File: src/rtl/alu_sequencer.sv
// Fetch/decode/execute controller for the 16-bit ALU: owns PC, IR, MDR, W and C/Z flags,
// and sequences instruction and operand accesses over a request/acknowledge memory bus.
module alu_sequencer #(
    parameter logic [11:0] RESET_PC = 12'h000
) (
    input  logic        clk,
    input  logic        rst_n,
    output logic [11:0] bus_addr,
    output logic        bus_rd,
    output logic        bus_wr,
    output logic [15:0] bus_wdata,
    input  logic [15:0] bus_rdata,
    input  logic        bus_ack,
    output logic [15:0] alu_mem,
    output logic [15:0] alu_wreg,
    output logic        alu_carry,
    output logic        alu_zero,
    output logic [3:0]  alu_op,
    input  logic [15:0] alu_result,
    input  logic        alu_carry_out,
    input  logic        alu_zero_out,
    input  logic        alu_pc_skip,
    output logic        halted,
    output logic [11:0] pc,
    output logic [15:0] w
);

    typedef enum logic [2:0] {
        S_START, S_FETCH, S_DECODE, S_OPREAD, S_EXEC, S_STORE, S_HALT
    } state_t;

    state_t      state_q, state_d;
    logic [11:0] pc_q, pc_d;
    logic [15:0] ir_q, ir_d;
    logic [15:0] mdr_q, mdr_d;
    logic [15:0] w_q, w_d;
    logic        c_q, c_d;
    logic        z_q, z_d;

    logic [3:0]  opc;
    logic [11:0] addr_a;

    assign opc    = ir_q[15:12];
    assign addr_a = ir_q[11:0];

    always_comb begin
        state_d = state_q;
        pc_d    = pc_q;
        ir_d    = ir_q;
        mdr_d   = mdr_q;
        w_d     = w_q;
        c_d     = c_q;
        z_d     = z_q;
        case (state_q)
            S_START: state_d = S_FETCH;
            S_FETCH: begin
                if (bus_ack) begin
                    ir_d    = bus_rdata;
                    pc_d    = pc_q + 12'd1;
                    state_d = S_DECODE;
                end
            end
            S_DECODE: begin
                case (opc)
                    4'hA: state_d = S_STORE;
                    4'hB: begin
                        pc_d    = addr_a;
                        state_d = S_FETCH;
                    end
                    4'hC: begin
                        c_d     = 1'b0;
                        state_d = S_FETCH;
                    end
                    4'hD: begin
                        c_d     = 1'b1;
                        state_d = S_FETCH;
                    end
                    4'hE: state_d = S_FETCH;
                    4'hF: state_d = S_HALT;
                    default: state_d = S_OPREAD;
                endcase
            end
            S_OPREAD: begin
                if (bus_ack) begin
                    mdr_d   = bus_rdata;
                    state_d = S_EXEC;
                end
            end
            S_EXEC: begin
                // 0x8/0x9 are test ops: they only steer the PC, never W or flags
                if (opc <= 4'h7) begin
                    w_d = alu_result;
                    c_d = alu_carry_out;
                    z_d = alu_zero_out;
                end else if (alu_pc_skip) begin
                    pc_d = pc_q + 12'd1;
                end
                state_d = S_FETCH;
            end
            S_STORE: begin
                if (bus_ack) state_d = S_FETCH;
            end
            S_HALT:  state_d = S_HALT;
            default: state_d = S_START;
        endcase
    end

    always_ff @(posedge clk or negedge rst_n) begin
        if (!rst_n) begin
            state_q <= S_START;
            pc_q    <= RESET_PC;
            ir_q    <= 16'h0000;
            mdr_q   <= 16'h0000;
            w_q     <= 16'h0000;
            c_q     <= 1'b0;
            z_q     <= 1'b0;
        end else begin
            state_q <= state_d;
            pc_q    <= pc_d;
            ir_q    <= ir_d;
            mdr_q   <= mdr_d;
            w_q     <= w_d;
            c_q     <= c_d;
            z_q     <= z_d;
        end
    end

    // Requests come straight off the state register, so reset drops them asynchronously.
    assign bus_rd    = (state_q == S_FETCH) || (state_q == S_OPREAD);
    assign bus_wr    = (state_q == S_STORE);
    assign bus_addr  = (state_q == S_FETCH) ? pc_q :
                       ((state_q == S_OPREAD) || (state_q == S_STORE)) ? addr_a : 12'h000;
    assign bus_wdata = w_q;

    assign alu_mem   = mdr_q;
    assign alu_wreg  = w_q;
    assign alu_carry = c_q;
    assign alu_zero  = z_q;
    assign alu_op    = (state_q == S_EXEC) ? opc : 4'hF;

    assign halted    = (state_q == S_HALT);
    assign pc        = pc_q;
    assign w         = w_q;

endmodule

File: config.mk
export PLATFORM = sky130hd
export DESIGN_NAME = alu_sequencer
export DESIGN_NICKNAME = d
export VERILOG_FILES = /design/src/rtl/alu_sequencer.sv
export SDC_FILE = /design/constraint.sdc
export NUM_CORES = 1
export LEC_CHECK = 0
export ABC_AREA = 1
export CAP_MARGIN = 5
export CORE_MARGIN = 2
export CORE_UTILIZATION = 40
export CTS_CLUSTER_SIZE = 14
export DETAILED_ROUTE_END_ITERATION = 7
export PLACE_DENSITY = 0.75
export SLEW_MARGIN = 20
export SYNTH_ARGS = -nofsm -noshare
export SYNTH_HDL_FRONTEND = slang
export SYNTH_SLANG_ARGS = --single-unit
File: constraint.sdc
create_clock -name clk -period 1.4 [get_ports clk]
set_input_delay 0.28 -clock clk [delete_from_list [all_inputs] [get_ports clk]]
set_output_delay 0.28 -clock clk [all_outputs]
set_load 0.01 [all_outputs]
==> results.json <==
{
  "peakVddDrop_v": 0.0009814,
  "worstHoldPathType": "in -> async",
  "crit_required_ps": 1120,
  "finalWorstSetupSlack_ps": -411.4,
  "max_freq_ghz": 0.5520,
  "synth_cell_types": 25,
  "chipHeight_um": 98.64,
  "power.density_nw_per_um2": 2288,
  "pre_cts_ws_ps": -415.9,
  "area_growth_pct": 61.40,
  "finalCriticalPeriod_ps": 1811,
  "slowest_delay_ps": 440,
  "drc_errors": 0,
  "drv_cap": 0,
  "path_cells": "buf_6 -> nor2_4 -> nand2_2 -> or2_4 -> buf_2",
  "dieArea_um2": 9729,
  "finalWirelength_um": 10560,
  "tightest_slew_ps": 383.3,
  "regArea_um2": 1629,
  "clock_latency_ps": 340,
  "setup_tns_ps": -10380,
  "row_count": 34,
  "r2r-end": "pc[10]",
  "worstSetupEndpoint": "alu_op[3]",
  "crit_path_start": "state_q[1]",
  "r2r_setup_slack_ps": -250,
  "h-tree-depth": 3,
  "clk_pin_slew_ps": 70,
  "fillers": 770,
  "slew_viol_final": 0,
  "dpl_cell_area_um2": 5243,
  "yosysWarnings": 0,
  "synthesis.nets": 502,
  "gp_congestion": 0.8588,
  "slowest_stage": "dfrtp_2",
  "initial_core_util": 0.4108,
  "period_share": 1.294,
  "grt_pass1_wl_um": 16790,
  "drive_gt1_frac": 0.3307,
  "drt-initial-drc-count": 212,
  "critPathArrivalTime_ps": 1530,
  "slew_headroom": 0.7445,
  "syn_area_um2": 3582,
  "cts.sinks": 65,
  "cp-start-kind": "flip-flop",
  "avgRoutedWirePerCell_um": 14.15,
  "grt-ovfl-total": 0,
  "antenna_cells": 0,
  "grt_setup_unrepaired": "true",
  "num_vias": 3600,
  "final_hold_viol_count": 0,
  "cp_max_fo": 3,
  "synth_seq_cells": 65,
  "ios": 135,
  "antenna_left": 0,
  "groute.usage.overall": 0.2144,
  "crit_type": "reg -> out",
  "power.leakage_nw": 3.041,
  "grt_pass1_vias": 3469,
  "worst-path-buf-inv": 2,
  "fin_skew_ps": 11.38,
  "ctsLongestPathBuffers": 2,
  "hpwlAfterDp_um": 7445,
  "synth.avg_cell_area_um2": 7.737,
  "multiInputGateArea_um2": 1622,
  "die_x_um": 98.64,
  "cp_num_cells": 5,
  "cts_tree": "yes",
  "final_cell_area_um2": 5782,
  "reg2reg_depth": 13,
  "drtPass1Iterations": 4,
  "port_buffers": 134,
  "root_buffer": "clkbuf_8",
  "cts_buffers": 9,
  "outcome": "finished with violations",
  "grt_max_degree": 33,
  "netlist_instances": 463,
  "end_kind": "output pin",
  "antenna_found_initial": 0,
  "violations": "setup timing",
  "path_delay_family": "simple AND/OR/NAND/NOR gates",
  "coreArea_um2": 8721,
  "setup_viol": 55,
  "vias_per_cell": 4.826,
  "synth-seq-area-share": 0.4541,
  "finalNetCount": 672,
  "r2r-start": "state_q[1]"
}
-- worst min path at each step --
stage	start	endpoint	slack (ps)	depth (start not counted)
after floorplan	rst_n	alu_carry	-20	0
after global placement	rst_n	ir_q[12]	220	1
after detailed placement	rst_n	ir_q[15]	220	1
after CTS	rst_n	alu_mem[3]	390	2
after global routing	rst_n	alu_mem[13]	420	2
final	rst_n	ir_q[15]	390	2
-- layout by cell type (no fill, tap or decap), drive strengths merged, types with 2 or more instances in the layout --
| master | n |
|---|---|
| inv | 65 |
| dlygate4sd2 | 66 |
| dfrtp | 65 |
| nor2 | 22 |
| clkdlybuf4s15 | 3 |
| or2 | 4 |
| nand2 | 144 |
| clkinv | 3 |
| clkdlybuf4s50 | 36 |
| clkinvlp | 2 |
| nand3 | 25 |
| buf | 91 |
| o22ai | 4 |
| clkbuf | 21 |
| o21ai | 80 |
-- repair_timing --
action                     4_1_cts  5_1_grt
hold endpoints to repair        13        0
buffers inserted                 7        4
pin swaps                       10        9
hold buffers                     1        0
setup endpoints to repair      146       90
gates resized for setup        228       74
gates cloned                     4        3
-- metal layers --
metal	vias up	track usage	share of wire
met2	111	0.3689	0.52
met1	1714	0.2764	0.41
met5	-	0	0
met3	10	0.03191	0.053
met4	0	0.07587	0.012
li1	1765	-	-
-- state kept, by name (all words and copies together), names as in the netlist --
signal / flops
alu_carry: 1
alu_mem: 16
alu_wreg: 16
alu_zero: 1
ir_q: 16
pc: 12
state_q: 3
-- logic make-up after synthesis --
family          synth area share
simple gates              0.2309
buf+inv                   0.1704
compound gates            0.1411
flops                     0.4541
fa+ha+maj               0.003492
-- final cells by class --
class / instances / share of cell area
timing repair buffer: 207 / 0.3294
sequential: 65 / 0.2818
multi-input combinational: 284 / 0.2805
inverter: 65 / 0.04523
clock buffer: 11 / 0.02618
tap: 108 / 0.02337
clock inverter: 5 / 0.01082
timing repair inverter: 1 / 0.002813
-- power by group --
| group | total, W | switching [W] | internal, W | leakage, nW |
|---|---|---|---|---|
| clock | 0.00169 | 0.000757 | 0.000928 | 0.102 |
| sequential | 0.00339 | 0.000628 | 0.00276 | 0.805 |
| combinational | 0.00816 | 0.00422 | 0.00394 | 2.13 |
| total | 0.0132 | 0.00561 | 0.00762 | 3.04 |
-- per-stage QoR --
| step | utilization | cells | power, W | hold WS [ps] |
|---|---|---|---|---|
| finish | 0.6630 | 746 | 0.01323 | 392.6 |
| global route | 0.6630 | 746 | 0.01410 | 421.1 |
| CTS | 0.6393 | 741 | 0.01255 | 388.0 |
| detailed placement | 0.6011 | 713 | 0.01099 | 224.7 |
| global placement | 0.6011 | 713 | 0.01081 | 219.3 |
| floorplan | - | 463 | 0.007356 | -15.59 |
-- cell usage after synthesis, drive strengths merged --
cell    instances  area [um^2]
inv            65        244.0
ha              1        12.51
o21ai          80        475.5
a21oi           1        5.000
nor3            1        5.000
nand3b          1        7.510
clkbuf          1        3.750
nor2           22        92.59
or2             4        25.03
nand3          25        140.1
dfrtp          65         1627
nand2         144        550.5
buf            48        362.8
nand4           1        6.260
o22ai           4        25.02
(Power assumes the default switching activity.)
